===== config.mk =====
export PLATFORM = sky130hd
export DESIGN_NAME = subpixel_row_scheduler
export DESIGN_NICKNAME = d
export VERILOG_FILES = /design/src/rtl/subpixel_row_scheduler_pkg.sv /design/src/rtl/subpixel_rd_pipe.sv /design/src/rtl/subpixel_row_scheduler.sv
export SDC_FILE = /design/constraint.sdc
export NUM_CORES = 1
export LEC_CHECK = 0
export CAP_MARGIN = 30
export CORE_AREA = 2 2 123 125
export CTS_CLUSTER_SIZE = 30
export DETAILED_ROUTE_END_ITERATION = 16
export DIE_AREA = 0 0 125 127
export PLACE_DENSITY = 0.79
export RECOVER_POWER = 100
export REMOVE_ABC_BUFFERS = 1
export SLEW_MARGIN = 5
export SYNTH_ARGS = -nofsm -noshare
export SYNTH_HDL_FRONTEND = slang
export SYNTH_HIERARCHICAL = 1
export SYNTH_SLANG_ARGS = --single-unit
export TNS_END_PERCENT = 50

===== constraint.sdc =====
create_clock -name clk -period 4.8 [get_ports clk]
set_input_delay 0.48 -clock clk [delete_from_list [all_inputs] [get_ports clk]]
set_output_delay 0.48 -clock clk [all_outputs]
set_load 0.05 [all_outputs]

===== src/rtl/subpixel_row_scheduler_pkg.sv =====
// Shared types and constants for the subpixel row scheduler.
package subpixel_row_scheduler_pkg;

    typedef enum logic [2:0] {
        IDLE,
        FETCH,
        DRAIN,
        WAIT_DONE,
        OUTPUT
    } state_e;

    localparam int unsigned ROWS_DEF    = 15;
    localparam int unsigned ROW_PIX_DEF = 15;
    localparam int unsigned FILT_MARGIN = 3;

endpackage


===== src/rtl/subpixel_rd_pipe.sv =====
// Valid shift register tracking in-flight row reads across the memory latency.
module subpixel_rd_pipe #(
    parameter int unsigned MEM_LAT = 1
) (
    input  logic clk,
    input  logic clr_i,
    input  logic en_i,
    output logic vld_o,
    output logic pend_c_o
);

    logic [MEM_LAT-1:0] vld_q;

    always_ff @(posedge clk) begin
        if (clr_i) begin
            vld_q <= '0;
        end else begin
            vld_q[0] <= en_i;
            for (int unsigned i = 1; i < MEM_LAT; i++) begin
                vld_q[i] <= vld_q[i-1];
            end
        end
    end

    // Reads still travelling toward the output stage.
    always_comb begin
        pend_c_o = 1'b0;
        for (int unsigned i = 0; i + 1 < MEM_LAT; i++) begin
            pend_c_o = pend_c_o | vld_q[i];
        end
    end

    assign vld_o = vld_q[MEM_LAT-1];

endmodule


===== src/rtl/subpixel_row_scheduler.sv =====
// Fetches the reference rows of one 8x8 block, streams them to the interpolator
// and hands a tagged completion downstream once the interpolator finishes.
module subpixel_row_scheduler
    import subpixel_row_scheduler_pkg::*;
#(
    parameter int unsigned PIX_W   = 8,
    parameter int unsigned ROW_PIX = ROW_PIX_DEF,
    parameter int unsigned ROWS    = ROWS_DEF,
    parameter int unsigned FRAME_H = 64,
    parameter int unsigned COORD_W = 8,
    parameter int unsigned MEM_LAT = 1,
    parameter int unsigned TIMEOUT = 255
) (
    input  logic                       clk,
    input  logic                       rst,
    input  logic                       req_valid,
    output logic                       req_ready,
    input  logic [COORD_W-1:0]         req_x,
    input  logic [COORD_W-1:0]         req_y,
    output logic                       mem_rd_en,
    output logic [COORD_W-1:0]         mem_rd_row,
    output logic [COORD_W:0]           mem_rd_col,
    input  logic [PIX_W*ROW_PIX-1:0]   mem_rd_data,
    output logic                       interp_start,
    output logic [PIX_W*ROW_PIX-1:0]   interp_row,
    output logic                       interp_row_vld,
    input  logic                       interp_done,
    output logic                       blk_valid,
    input  logic                       blk_ready,
    output logic [COORD_W-1:0]         blk_x,
    output logic [COORD_W-1:0]         blk_y,
    output logic                       err,
    output logic [15:0]                blk_count
);

    localparam int unsigned K_W  = (ROWS > 1) ? $clog2(ROWS) : 1;
    localparam int unsigned TO_W = $clog2(TIMEOUT + 1);
    localparam int unsigned S_W  = COORD_W + 2;

    state_e              state_q, state_d;
    logic [COORD_W-1:0]  x_q, x_d, y_q, y_d;
    logic [K_W-1:0]      k_q, k_d;
    logic [TO_W-1:0]     to_q, to_d;
    logic [15:0]         cnt_q, cnt_d;
    logic                err_q, err_d;
    logic                req_ready_q, req_ready_d;
    logic                mem_rd_en_q, mem_rd_en_d;
    logic [COORD_W-1:0]  mem_rd_row_q, mem_rd_row_d;
    logic [COORD_W:0]    mem_rd_col_q, mem_rd_col_d;
    logic                interp_start_q, interp_start_d;
    logic                blk_valid_q, blk_valid_d;
    logic                pend_c;

    // Row index y-3+k, clamped into the frame; negative results wrap to a set MSB.
    function automatic logic [COORD_W-1:0] clamp_row(input logic [COORD_W-1:0] y,
                                                     input logic [K_W-1:0] k);
        logic [S_W-1:0] r;
        r = S_W'(y) + S_W'(k) - S_W'(FILT_MARGIN);
        if (r[S_W-1])
            return '0;
        else if (r > S_W'(FRAME_H - 1))
            return COORD_W'(FRAME_H - 1);
        else
            return r[COORD_W-1:0];
    endfunction

    subpixel_rd_pipe #(
        .MEM_LAT (MEM_LAT)
    ) u_rd_pipe (
        .clk      (clk),
        .clr_i    (rst),
        .en_i     (mem_rd_en_q),
        .vld_o    (interp_row_vld),
        .pend_c_o (pend_c)
    );

    always_ff @(posedge clk) begin
        if (rst) begin
            state_q        <= IDLE;
            x_q            <= '0;
            y_q            <= '0;
            k_q            <= '0;
            to_q           <= '0;
            cnt_q          <= '0;
            err_q          <= 1'b0;
            req_ready_q    <= 1'b1;
            mem_rd_en_q    <= 1'b0;
            mem_rd_row_q   <= '0;
            mem_rd_col_q   <= '0;
            interp_start_q <= 1'b0;
            blk_valid_q    <= 1'b0;
        end else begin
            state_q        <= state_d;
            x_q            <= x_d;
            y_q            <= y_d;
            k_q            <= k_d;
            to_q           <= to_d;
            cnt_q          <= cnt_d;
            err_q          <= err_d;
            req_ready_q    <= req_ready_d;
            mem_rd_en_q    <= mem_rd_en_d;
            mem_rd_row_q   <= mem_rd_row_d;
            mem_rd_col_q   <= mem_rd_col_d;
            interp_start_q <= interp_start_d;
            blk_valid_q    <= blk_valid_d;
        end
    end

    always_comb begin
        state_d = state_q;
        x_d     = x_q;
        y_d     = y_q;
        k_d     = k_q;
        to_d    = to_q;
        cnt_d   = cnt_q;
        err_d   = 1'b0;

        case (state_q)
            IDLE: begin
                if (req_valid) begin
                    x_d     = req_x;
                    y_d     = req_y;
                    k_d     = '0;
                    state_d = FETCH;
                end
            end
            FETCH: begin
                if (k_q == K_W'(ROWS - 1))
                    state_d = DRAIN;
                else
                    k_d = k_q + K_W'(1);
            end
            DRAIN: begin
                if (!pend_c) begin
                    to_d    = '0;
                    state_d = WAIT_DONE;
                end
            end
            WAIT_DONE: begin
                if (interp_done) begin
                    state_d = OUTPUT;
                end else if (to_q >= TO_W'(TIMEOUT - 1)) begin
                    err_d   = 1'b1;
                    state_d = IDLE;
                end else begin
                    to_d = to_q + TO_W'(1);
                end
            end
            OUTPUT: begin
                if (blk_ready) begin
                    cnt_d   = cnt_q + 16'd1;
                    state_d = IDLE;
                end
            end
            default: state_d = IDLE;
        endcase

        // Outputs are registered from the next state so they align with it.
        req_ready_d    = (state_d == IDLE);
        mem_rd_en_d    = (state_d == FETCH);
        interp_start_d = (state_d == FETCH) && (state_q == IDLE);
        blk_valid_d    = (state_d == OUTPUT);
        mem_rd_row_d   = (state_d == FETCH) ? clamp_row(y_d, k_d) : '0;
        mem_rd_col_d   = (state_d == FETCH) ?
                         ((COORD_W+1)'(x_d) - (COORD_W+1)'(FILT_MARGIN)) : '0;
    end

    assign req_ready    = req_ready_q;
    assign mem_rd_en    = mem_rd_en_q;
    assign mem_rd_row   = mem_rd_row_q;
    assign mem_rd_col   = mem_rd_col_q;
    assign interp_start = interp_start_q;
    assign interp_row   = mem_rd_data;
    assign blk_valid    = blk_valid_q;
    assign blk_x        = x_q;
    assign blk_y        = y_q;
    assign err          = err_q;
    assign blk_count    = cnt_q;

endmodule

# Yosys cells after proc, flatten, opt, wreduce, memory -nomap -nowiden
# Index checks and enable logic that the tools add are counted.
[word_totals]
ff_bits = 70
inputBits = 141
out_inout_bits = 175
word_cells = 62
[op_classes]
addsub = 6
magnitude_cmp = 2
n_eq_ne = 9
mux = 18
bitwise_logic = 2
reduce_logical = 10
[op_table]
columns = ["operator", "count"]
rows = [
  ["8-bit 2-to-1 mux", 6],
  ["16-bit by 1-bit adder with 16-bit output, second input constant", 1],
  ["8-bit case mux with 2 select lines", 1],
  ["3-bit 2-to-1 mux", 5],
  ["3-bit case mux with 5 select lines", 1],
  ["10-bit by 6-bit greater-than comparator with 1-bit output, second input constant", 1],
  ["9-bit by 2-bit subtractor with 10-bit output, second input constant", 1],
  ["8-bit by 4-bit adder with 9-bit output", 1],
  ["8-bit by 2-bit subtractor with 9-bit output, second input constant", 1],
  ["8-bit by 1-bit adder with 8-bit output, second input constant", 1],
  ["8-bit greater-or-equal comparator, second input constant", 1],
  ["4-bit 2-to-1 mux", 2],
  ["4-bit case mux with 2 select lines", 1],
  ["3-bit by 1-bit == test with 1-bit output, second input constant", 2],
  ["3-bit by 2-bit == test with 1-bit output, second input constant", 2],
  ["3-bit == test, second input constant", 2],
  ["3-bit logical NOT", 2],
  ["6-bit 2-to-1 mux", 1],
  ["3-bit OR reduction", 2],
  ["4-bit by 1-bit adder with 4-bit output, second input constant", 1],
  ["4-bit == test, second input constant", 1],
  ["2-bit != test, second input constant", 2],
  ["4-bit OR reduction", 1],
  ["3-bit AND reduction", 1],
  ["6 further kinds", 7],
]

# Logic depth before layout (Yosys ltp)
# Gate-level depths: netlist of run 1.
[depth]
word_depth = 7
mapped_depth = 15
depth_no_buf = 14

# By module
# Netlist of run 1, hierarchy kept.
[by_module_without_submodules]
columns = ["mod", "n_inst", "cells_per_inst", "area_each_um2", "seq_area_each_um2"]
rows = [
  ["subpixel_row_scheduler", 1, 486, 4259.1, 1381.3],
  ["subpixel_rd_pipe", 1, 4, 45.0, 20.0],
]

# Worst setup path before layout of run 1
# Ideal clock, no wire load.
[synth_timing]
path_kind = "flip-flop to flip-flop"
startpoint = "register state_q[1]"
endpoint = "register mem_rd_row_q[0] (netlist: mem_rd_row[0])"
setup_time_ps = 134
arrival_ps = 3185
required_time_ps = 4666
path_slack_ps = 1481
stages_incl_launch_ff = 13
n_path_buf = 3
synth_period_minus_slack_ps = 3319
path_cell_list = "dfxtp_1 buf_6 nor4b_4 buf_4 buf_2 mux2_2 ha_1 ha_1 fa_1 a21oi_1 o211ai_1 o21ai_1 a31oi_1"
[synth_between]
elab_chain_cells = 6
elab_cells_between_ends = 20
classes_between = "2 x add/sub; 1 x order compare; 5 x eq/ne; 9 x mux; 1 x bitwise; 2 x reduce/logical"
[synth_rtl]
columns = ["element", "line", "rtl"]
rows = [
  ["start, declared", "subpixel_row_scheduler.sv:40", "state_e state_q, state_d;"],
  ["start signal, assigned", "subpixel_row_scheduler.sv:93", "state_q <= state_d;"],
  ["3-bit logical NOT (*)", "subpixel_row_scheduler.sv:118", "case (state_q)"],
  ["8-bit 2-to-1 mux (*)", "subpixel_row_scheduler.sv:118", ""],
  ["via y_d[1]", "subpixel_row_scheduler.sv:41", "logic [COORD_W-1:0] x_q, x_d, y_q, y_d;"],
  ["8-bit by 4-bit adder with 9-bit output (*)", "subpixel_row_scheduler.sv:58", "r = S_W'(y) + S_W'(k) - S_W'(FILT_MARGIN);"],
  ["9-bit by 2-bit subtractor with 10-bit output (*)", "subpixel_row_scheduler.sv:58", ""],
  ["10-bit by 6-bit greater-than comparator with 1-bit output", "subpixel_row_scheduler.sv:61", "else if (r > S_W'(FRAME_H - 1))"],
  ["6-bit 2-to-1 mux", "subpixel_row_scheduler.sv:61", ""],
  ["end signal, assigned", "subpixel_row_scheduler.sv:102", "mem_rd_row_q <= mem_rd_row_d;"],
  ["end, declared", "subpixel_row_scheduler.sv:48", "logic [COORD_W-1:0] mem_rd_row_q, mem_rd_row_d;"],
]
# Mark *: on every way through the listed nets, which the timed path passes. The rest lies on a longest branch.
# A chain may end at the register's enable or synchronous reset.

# Worst setup path after layout of run 1
[layout_timing]
startpoint = "input req_valid"
endpoint = "register mem_rd_row_q[3] (netlist: mem_rd_row[3])"
[layout_between]
elab_chain_cells = 6
elab_cells_between_ends = 13
classes_between = "2 x add/sub; 1 x order compare; 1 x eq/ne; 7 x mux; 1 x bitwise; 1 x reduce/logical"
[layout_rtl]
columns = ["element", "line", "rtl"]
rows = [
  ["start, declared", "subpixel_row_scheduler.sv:16", "input logic req_valid,"],
  ["4-bit 2-to-1 mux (*)", "subpixel_row_scheduler.sv:120", "if (req_valid) begin"],
  ["4-bit case mux with 2 select lines (*)", "subpixel_row_scheduler.sv:118", ""],
  ["via k_d[1]", "subpixel_row_scheduler.sv:42", "logic [K_W-1:0] k_q, k_d;"],
  ["8-bit by 4-bit adder with 9-bit output (*)", "subpixel_row_scheduler.sv:58", ""],
  ["9-bit by 2-bit subtractor with 10-bit output (*)", "subpixel_row_scheduler.sv:58", ""],
  ["10-bit by 6-bit greater-than comparator with 1-bit output", "subpixel_row_scheduler.sv:61", ""],
  ["6-bit 2-to-1 mux", "subpixel_row_scheduler.sv:61", ""],
]
# Marked as above.

==> results of run 1 <==
-- routing by layer --
layer | share of wire [%] | vias up
met5 | 0.45 | -
met4 | 5.6 | 4
met3 | 28 | 44
met2 | 46 | 336
met1 | 20 | 1435
li1 | - | 1433
-- worst register-to-register path, stage by stage (launching register included) --
cell      delay (ns)
dfxtp_1         0.45
nor4b_4         0.35
clkbuf_2        0.66
nor2_1          0.16
nand2_1         0.10
o21ai_0         0.11
ha_1            0.29
ha_1            0.24
fa_1            0.41
a21oi_1         0.19
o211ai_1        0.16
o21ai_1         0.37
a31oi_1         0.15
-- state kept, by name, indices dropped and copies added (netlist names), named ones only --
name / cells
blk_count: 16
mem_rd_col: 9
blk_x: 8
blk_y: 8
mem_rd_row: 8
to_q: 8
k_q: 3
state_q: 3
blk_valid: 1
err: 1
interp_start: 1
mem_rd_en: 1
req_ready: 1
u_rd_pipe/vld_o: 1
-- per-stage QoR --
step	power [uW]	setup slack (ns)
floorplan	862.9	0.9366
global placement	971.5	1.056
detailed placement	974.7	0.9718
CTS	1604	1.304
global route	1650	0.6705
finish	1574	1.000
-- cells in the final DEF, fill, tap and decap left out, drive strengths merged, types with 6 or more instances in the layout --
master	n
mux2i	19
nand3	10
nor2	48
nor2b	10
nand2	18
dfxtp	70
a21oi	22
ha	19
dlygate4sd3	56
clkbuf	15
a31oi	6
inv	18
nor3	8
xor2	9
or3	8
xnor2	13
o21ai	13
clkdlybuf4s50	19
-- cell type report --
cell class | count | area share (%)
Sequential cell | 70 | 30.68
Clock buffer | 13 | 5.916
Timing Repair Buffer | 77 | 16.63
Clock inverter | 1 | 0.1096
Tap cell | 184 | 5.040
Inverter | 18 | 1.479
Multi-Input combinational cell | 267 | 40.15
-- power by group through the flow --
stage,logic (uW),registers (uW),clock network [uW]
floorplan,141,722,0
global placement,333,638,0
detailed placement,337,637,0
CTS,339,626,639
global route,357,627,666
finish,328,625,621
-- worst max-delay path by stage --
stage,startpoint,end
final,req_valid,mem_rd_row[3]
after CTS,state_q[0],mem_rd_row[3]
after floorplan,state_q[1],mem_rd_row[0]
after global placement,req_valid,mem_rd_row[1]
after global routing,state_q[1],mem_rd_row[3]
after detailed placement,req_valid,mem_rd_row[3]
-- logic make-up (layout without fill, tap and decap cells) --
logic type,after synthesis,count (layout),share of synthesized area (%)
buffers and inverters,154,109,24.91
AND/OR/NAND/NOR,138,138,17.76
flip-flops,70,70,32.56
AO/OA/AOI/OAI,62,62,8.925
XOR/XNOR,22,22,4.477
multiplexers,22,22,5.203
adder cells (fa/ha/maj),20,20,5.988
other,2,3,0.1745
==> results.py, run 1 <==
metrics = {
    "status": {
        "status": "finished with violations",
        "violations": "max-capacitance violations, max-slew violations",
    },
    "timing": {
        "post-route-period-util_pct": 79.16,
        "layout_min_cycle_time_ns": 3.800,
        "rsz0062_at_grt": "no",
        "tns_ns": 0,
        "fin_skew_ns": 0.009988,
        "tightest_slew_ns": 2.173,
        "whs_ns": 0.4481,
        "maxSlewViolCount": 45,
        "fmax_mhz": 263.2,
        "max_slew_margin_pct": -44.86,
        "hold_viol": 0,
        "finalSetupViolations": 0,
    },
    "clock_tree": {
        "ctsResizeCount": 0,
        "clockRootBuffer": "clkbuf_16",
        "cts_tree": "done",
        "clock-sinks": 70,
        "numCtsBuffers": 9,
        "cts-hold-fix-buffers": 0,
        "cts.htree.levels": 3,
        "cts_setup_buffers": 0,
        "cts_max_path_buffers": 2,
        "clkSlewWorstSetupHoldPaths_ns": 0.06,
        "clock_latency_ns": 0.33,
    },
    "global_route": {
        "grt_pass1_vias": 2965,
        "global_route.usage.met1_pct": 17.20,
        "antenna_found_initial": 0,
        "grt_overflow": 0,
        "use_met3_pct": 41.83,
        "grt-busiest-layer": "met2",
        "grt_max_degree": 45,
        "grt_pass1_wl_um": 31510,
        "grt_usage_pct": 30.80,
        "use_met2_pct": 49.39,
    },
    "place": {
        "dpl.cell_count": 616,
        "place_hpwl_um": 22380,
        "io_buffers": 75,
        "routabilityCongestion": 1.189,
        "postPlaceCellArea_sq_um": 4299,
    },
    "pwr": {
        "leakage_uw": 0.001883,
        "seqPwrFrac_pct": 39.7,
        "power.share.clock_pct": 39.5,
        "irDropWorstVdd_mv": 0.2034,
        "power.density_nw_per_um2": 344.6,
        "power_switching_uw": 459.3,
        "power.internal_uw": 1115,
        "p_sw_share_pct": 29.18,
        "pwr-share-comb_pct": 20.8,
    },
    "finish": {
        "final_area_sq_um": 4568,
        "post-route-util_pct": 31.67,
        "drive_above_1_share_pct": 5.830,
        "diodes": 0,
        "multi_input_area_sq_um": 1834,
        "final_nets": 604,
        "area_delta_synth_final_pct": 6.134,
        "nFillCells": 1510,
        "fin_cells": 630,
        "seq_area_sq_um": 1401,
    },
    "yosys": {
        "seq_area_frac_synth_pct": 32.56,
        "ys_top_cells_by_area": "dfxtp_1 (33%), buf_4 (22%), ha_1 (5.5%), mux2i_1 (4.4%), nor2_1 (4.2%)",
        "synthDistinctLibCells": 58,
        "ys.flop_type": "dfxtp_1",
        "synth_top_area_share_pct": 32.56,
        "synth-edff-count": 0,
        "ys_ff_latch": 70,
        "syn-cell-area_sq_um": 4304,
        "post-synth-top-count-cell": "buf_4",
        "syn_inst": 490,
        "ys_async_sr_fraction_pct": 0,
        "synth_common_cells": "buf_4 (125), dfxtp_1 (70), nor2_1 (48)",
        "yosys_warnings": 6,
        "synth_area_per_cell_sq_um": 8.784,
        "synth_area_leader_cell": "dfxtp_1",
    },
    "flow_run": {
        "maxCapViolCount": 1,
    },
    "route": {
        "viasPerCell": 5.162,
        "drc": 0,
        "dr.pass1.iters": 5,
        "vias": 3252,
        "postRouteWirelength_um": 24900,
        "wl_per_cell_um": 39.52,
        "drtIter0Drc": 226,
        "ant_nets": 0,
    },
    "min_path": {
        "hold_end": "to_q[7]",
        "hold_path.startpoint": "to_q[7]",
        "hold_class": "flop to flop",
        "min_path_cells": 2,
    },
    "critical_path": {
        "path_max_fanout": 29,
        "crit_cells": 13,
        "reg2reg_from": "state_q[1]",
        "slowest_stage": "clkbuf_2",
        "r2r-end": "mem_rd_row[3]",
        "max_stage_delay_ns": 0.66,
        "worst-path-buf-inv": 2,
        "cp-end-kind": "flop",
        "crit_type": "primary input to flop",
        "r2r_setup_slack_ns": 1.04,
        "worstPathRequired_ns": 4.99,
        "cp.arrival_ns": 3.99,
        "reg2reg_depth": 12,
        "crit_path_frequent_cell": "ha_1",
        "path_cells": "clkdlybuf4s50_1, nor4b_4, clkbuf_2, nor2_1, nand2_1, o21ai_0, ha_1, ha_1, fa_1, a21oi_1, o211ai_1, o21ai_1, a31oi_1",
        "critical-path-top-delay-family": "buffers and inverters",
        "crit_path_start_kind": "primary input",
    },
    "floorplan": {
        "die_width_um": 125,
        "die_area_sq_um": 15880,
        "die_h_um": 127,
        "io_pins": 316,
        "rows": 44,
        "start_util_pct": 29.84,
        "core_area_sq_um": 14420,
    },
}
Note: power is estimated with default switching activity, not from simulation.
==> run 2: changes to the inputs <==
--- a/config.mk
+++ b/config.mk
@@ -10,7 +10,7 @@
 export CTS_CLUSTER_SIZE = 30
 export DETAILED_ROUTE_END_ITERATION = 16
 export DIE_AREA = 0 0 125 127
-export PLACE_DENSITY = 0.79
+export PLACE_DENSITY = 0.82
 export RECOVER_POWER = 100
 export REMOVE_ABC_BUFFERS = 1
 export SLEW_MARGIN = 5
==> constraint.sdc (replaced) <==
create_clock -name clk -period 3.2 [get_ports clk]
set_input_delay 0.32 -clock clk [delete_from_list [all_inputs] [get_ports clk]]
set_output_delay 0.32 -clock clk [all_outputs]
set_load 0.05 [all_outputs]
==> run 2 against run 1 <==
Compared with the run above:
- the run still ends with max-capacitance violations, max-slew violations left
- largest cell class unchanged
- critical endpoint is now mem_rd_row[2]
- largest power group is now clock
- critical path depth unchanged
- clock power increased by 77%
- clock skew down 0.0036 ns
- design area rose by 4.4%
==> results.py, run 2 (same netlist as run 1, synthesis figures left out) <==
metrics = {
    "min_path": {
        "hold_class": "flop to flop",
        "min_path_cells": 2,
    },
    "timing": {
        "setup_ws_ns": 0.1491,
        "post-route-period-util_pct": 95.34,
        "max_slew_margin_pct": -39.61,
        "maxSlewViolCount": 44,
        "layout_min_cycle_time_ns": 3.051,
        "finalSetupViolations": 0,
        "whs_ns": 0.4562,
        "hold_viol": 0,
        "tightest_slew_ns": 2.094,
        "fin_skew_ns": 0.006423,
        "fmax_mhz": 327.8,
    },
    "route": {
        "vias": 3352,
        "top_layer_used": "met5",
        "wl_per_cell_um": 39.20,
        "routed-wl-met3_um": 7045,
        "drtIter0Drc": 174,
        "dr.pass1.iters": 4,
        "ant_nets": 0,
        "met2WireLength_um": 12270,
        "wl_met1_um": 4937,
        "viasPerCell": 5.165,
        "postRouteWirelength_um": 25440,
        "drc": 0,
    },
    "critical_path": {
        "crit_cells": 13,
        "critical-path-top-delay-family": "compound AO/OA/AOI/OAI gates",
        "crit_end": "mem_rd_row[2]",
        "cp.arrival_ns": 3.25,
        "slowest_stage": "or3b_2",
        "cp-end-kind": "flop",
        "max_stage_delay_ns": 0.55,
        "r2r_setup_slack_ns": 0.15,
        "path_cells": "or3b_2, nor2_1, nor2_1, a211o_1, ha_1, inv_1, ha_1, o21ai_1, o21bai_1, a21oi_2, mux2i_1, buf_4, a31oi_1",
        "r2r-end": "mem_rd_row[2]",
        "worstPathRequired_ns": 3.40,
        "reg2reg_from": "state_q[1]",
        "crit_type": "flop to flop",
        "reg2reg_depth": 13,
        "crit_path_start_kind": "flop",
        "worst-path-buf-inv": 2,
        "cp-startpoint": "state_q[1]",
        "path_max_fanout": 6,
    },
    "global_route": {
        "antenna_found_initial": 1,
        "grt_overflow": 0,
        "grt_pass1_wl_um": 32040,
        "grt_usage_pct": 31.05,
        "grt_max_degree": 44,
        "grt_pass1_vias": 3126,
    },
    "place": {
        "io_buffers": 75,
        "place_hpwl_um": 22940,
        "routabilityCongestion": 1.192,
        "pre_cts_ws_ns": -0.1312,
    },
    "clock_tree": {
        "clockRootBuffer": "clkbuf_16",
        "clock-sinks": 70,
        "numCtsBuffers": 9,
        "clock_latency_ns": 0.32,
        "cts-hold-fix-buffers": 0,
        "cts.htree.levels": 3,
        "cts_max_path_buffers": 2,
        "cts_tree": "done",
        "clkSlewWorstSetupHoldPaths_ns": 0.06,
    },
    "floorplan": {
        "core_area_sq_um": 14420,
        "io_pins": 316,
        "die_h_um": 127,
        "die_area_sq_um": 15880,
        "rows": 44,
        "start_util_pct": 29.84,
        "die_width_um": 125,
    },
    "flow_run": {
        "maxCapViolCount": 1,
    },
    "pwr": {
        "irDropWorstVdd_mv": 0.3453,
        "leakage_uw": 0.001991,
        "power.density_nw_per_um2": 541.0,
    },
    "finish": {
        "mostFrequentLayoutCells": "dfxtp_1 (69), dlygate4sd3_1 (56), nor2_1 (48)",
        "final_common_cell": "dfxtp_1",
        "drive_above_1_share_pct": 10.54,
        "area_delta_synth_final_pct": 10.76,
        "diodes": 0,
        "largest_reg_flops": 16,
        "final_nets": 621,
    },
    "status": {
        "status": "finished with violations",
        "violations": "max-capacitance violations, max-slew violations",
    },
}
==> run 2: cell types whose count changed in the layout (fill, tap and decap cells not counted), moves of 2 or more <==
cell       previous run  this run
a21oi_2               0         2
a21oi_1              22        20
buf_4                 0        17
bufinv_16             0         2
==> run 2: worst min path at each step <==
stage / startpoint / to / slack, ns
floorplan: rst / u_rd_pipe/vld_o / 0.38
global placement: to_q[7] / to_q[7] / 0.44
detailed placement: to_q[7] / to_q[7] / 0.44
CTS: to_q[7] / to_q[7] / 0.45
global route: mem_rd_en / u_rd_pipe/vld_o / 0.49
finish: to_q[7] / to_q[7] / 0.46
==> run 2: worst min-delay path, stage by stage, from the launching register on <==
cell,delay (ns)
dfxtp_1,0.31
inv_1,0.05
a21oi_1,0.05
==> run 2: routing by layer <==
layer / vias up / track usage, %
met4: 8 / 10.72
met1: 1478 / 16.92
met5: - / 13.31
met3: 45 / 41.16
met2: 355 / 52.62
li1: 1466 / -
==> run 2: what timing repair did <==
action	4_1_cts	5_1_grt
gates resized for setup	0	5
setup endpoints to repair	0	6
buffers inserted	0	1
==> run 2: where the power goes <==
part | switching (uW) | internal, uW | total, uW | leakage (uW)
clock network | 372 | 725 | 1100 | 0.000162
registers | 20.2 | 913 | 933 | 0.000572
logic | 337 | 213 | 550 | 0.00126
==> run 2: stage by stage <==
| step | instance area [sq um] | setup TNS (ns) | utilization [%] | total power [uW] | cells |
|---|---|---|---|---|---|
| CTS | 4753 | 0 | 32.95 | 2611 | 648 |
| global placement | 4419 | -0.1347 | 30.64 | 1496 | 632 |
| detailed placement | 4419 | -0.7030 | 30.64 | 1502 | 632 |
| floorplan | 3303 | -3.967 | - | 1294 | 355 |
| global route | 4767 | -0.02742 | 33.05 | 2684 | 649 |
| finish | 4767 | 0 | 33.05 | 2579 | 649 |
==> run 2: layout make-up <==
class,count,area (sq um)
sequential,70,1403
multi-input combinational,267,1847
clock inverter,5,81.33
timing repair buffer,94,885.9
tap,184,230.2
fill,1489,9657
inverter,18,67.56
clock buffer,11,252.7
==> edit, RTL diff (settings of run 1) <==
`PIX_W`: 8 -> 9.
--- a/src/rtl/subpixel_row_scheduler.sv
+++ b/src/rtl/subpixel_row_scheduler.sv
@@ -3,7 +3,7 @@
 module subpixel_row_scheduler
     import subpixel_row_scheduler_pkg::*;
 #(
-    parameter int unsigned PIX_W   = 8,
+    parameter int unsigned PIX_W   = 9,
     parameter int unsigned ROW_PIX = ROW_PIX_DEF,
     parameter int unsigned ROWS    = ROWS_DEF,
     parameter int unsigned FRAME_H = 64,
Ports: changed (resized interp_row and mem_rd_data); port bits go from 316 to 346. No check against the original RTL was run, so the function may have changed too.
==> edit against run 1 <==
The flow still finishes with violations (max-capacitance violations, max-slew violations); sequential share of layout area decreased by 0.084 points; design area is 0.27% higher; sequential cell count stayed put; critical path depth stayed put; clock power grew 4.5%; count of clock-buffer cells in the layout increased by 2; area after synthesis grew 2.6%; via count up 4.5%; worst setup slack got worse by 0.14 ns; sequential power barely moved; routed wire length grew 16%; power grew 1.8%; critical path type unchanged; largest cell class unchanged.
==> edit: results (changes against run 1) <==
Logic synthesis
  – FFs w/ async S/R, synth: 0 (unchanged)
  – Sequential area share after synthesis: 0.317 (-0.00830)
  – Synth top area cells: dfxtp_1 32%, buf_4 24%, ha_1 5.4%, mux2i_1 4.3%, nor2_1 4.1%
  – Commonest cells in the netlist: 140 x buf_4, 70 x dfxtp_1, 48 x nor2_1

Finish
  – Final net count: 619 (+2.5%)
  – Share of layout cells above drive strength 1: 0.0582 (-0.000130)
  – Fill count: 1490 (-1.3%)

Setup path
  – Worst path arrival time: 4.12 ns (+0.13 ns)

Route
  – Drt first pass iters: 8 (+3)
  – First DRT Iteration DRCs: 252 (+12%)
  – Average vias per placed instance: 5.39 (+4.3%)
  – Final WL: 29000 um (+16%)

Global route
  – Vias in the first global route: 3038 (+2.5%)
  – First-pass GRT wire length: 35500 um (+13%)
  – Total GRT Usage: 0.354 (+0.0458)

STA
  – Clock Skews: 0.00682 ns (-0.00317 ns)
  – Max-slew headroom: -0.434 (+0.0142)
  – Slew Limit Fails: 45 (unchanged)

Status
  – Outcome: finished with violations
  – Failing checks: max-capacitance violations, max-slew violations

Power
  – IR drop worst, VDD: 0.000265 V (+30%)
  – Cell leakage power: 1.89 nW (+0.19%)

Flow run
  – Max-cap violations: 1 (unchanged)

Placement
  – Number of port buffers: 75 (unchanged)
  – DP HPWL: 26400 um (+18%)
  – Routability cong.: 1.14 (-4.1%)
## edit: cell count changes in the layout (fill, tap and decap cells not counted)
cell / run 1 / this run
and2_0: 0 / 1
and2_1: 2 / 1
clkbuf_1: 2 / 3
clkbuf_8: 3 / 4
clkinv_2: 1 / 0
o21ai_0: 12 / 13
o21ai_1: 1 / 0
## edit: kinds of logic (layout without fill, tap and decap cells)
kind of cell | count (synthesis) | after routing | synth area share
buf+inv | 169 | 110 | 0.268
fa+ha+maj | 20 | 20 | 0.0584
mux | 22 | 22 | 0.0507
flops | 70 | 70 | 0.317
compound gates | 62 | 62 | 0.0870
other cells | 2 | 3 | 0.00170
xor+xnor | 22 | 22 | 0.0436
simple gates | 138 | 138 | 0.173
## edit: final cells by class
| type | count | area share |
|---|---|---|
| multi-input cells | 267 | 0.400 |
| flip-flops and latches | 70 | 0.306 |
| repair buffers | 77 | 0.166 |
| clock buffers | 15 | 0.0628 |
| well taps | 184 | 0.0503 |
| inverters | 18 | 0.0148 |
## edit: worst max-delay path, stage by stage
cell             delay, ns
clkdlybuf4s50_1       0.47
nor4b_4               0.21
clkbuf_2              0.64
nor2_1                0.15
nand2_1               0.09
o21ai_0               0.09
ha_1                  0.28
ha_1                  0.25
fa_1                  0.42
a21oi_1               0.20
o211ai_1              0.16
o21ai_0               0.50
a31oi_1               0.17
## edit: layer usage
layer / global-route usage / part of all wire / up-vias / wire (um)
met5: 0.0867 / 0.0045 / - / 130
met1: 0.153 / 0.17 / 1506 / 4800
li1: - / - / 1438 / -
met2: 0.590 / 0.47 / 374 / 13700
met3: 0.472 / 0.27 / 74 / 7730
met4: 0.250 / 0.091 / 6 / 2630
## edit: final timing paths
path,cells past startpoint,slack (ns),from,to
hold reg to reg,2,0.45,to_q[7],to_q[7]
setup / recovery,13,0.86,req_valid,mem_rd_row[3]
setup reg to reg,12,0.88,state_q[1],mem_rd_row[3]
hold / removal,2,0.45,to_q[7],to_q[7]
## edit: where the power goes
group,switching [W],internal (W),total (W)
Combinational,0.000209,0.000121,0.000329
Sequential,0.0000166,0.000609,0.000625
Clock,0.000245,0.000404,0.000649
## edit: through the flow
| stage | utilization | hold WS (ns) | instances | worst slack, ns |
|---|---|---|---|---|
| floorplan | - | 0.426 | 355 | 0.937 |
| global placement | 0.298 | 0.453 | 616 | 1.06 |
| detailed placement | 0.298 | 0.448 | 616 | 1.03 |
| CTS | 0.318 | 0.457 | 631 | 1.34 |
| global route | 0.318 | 0.485 | 631 | 0.521 |
| finish | 0.318 | 0.453 | 631 | 0.863 |
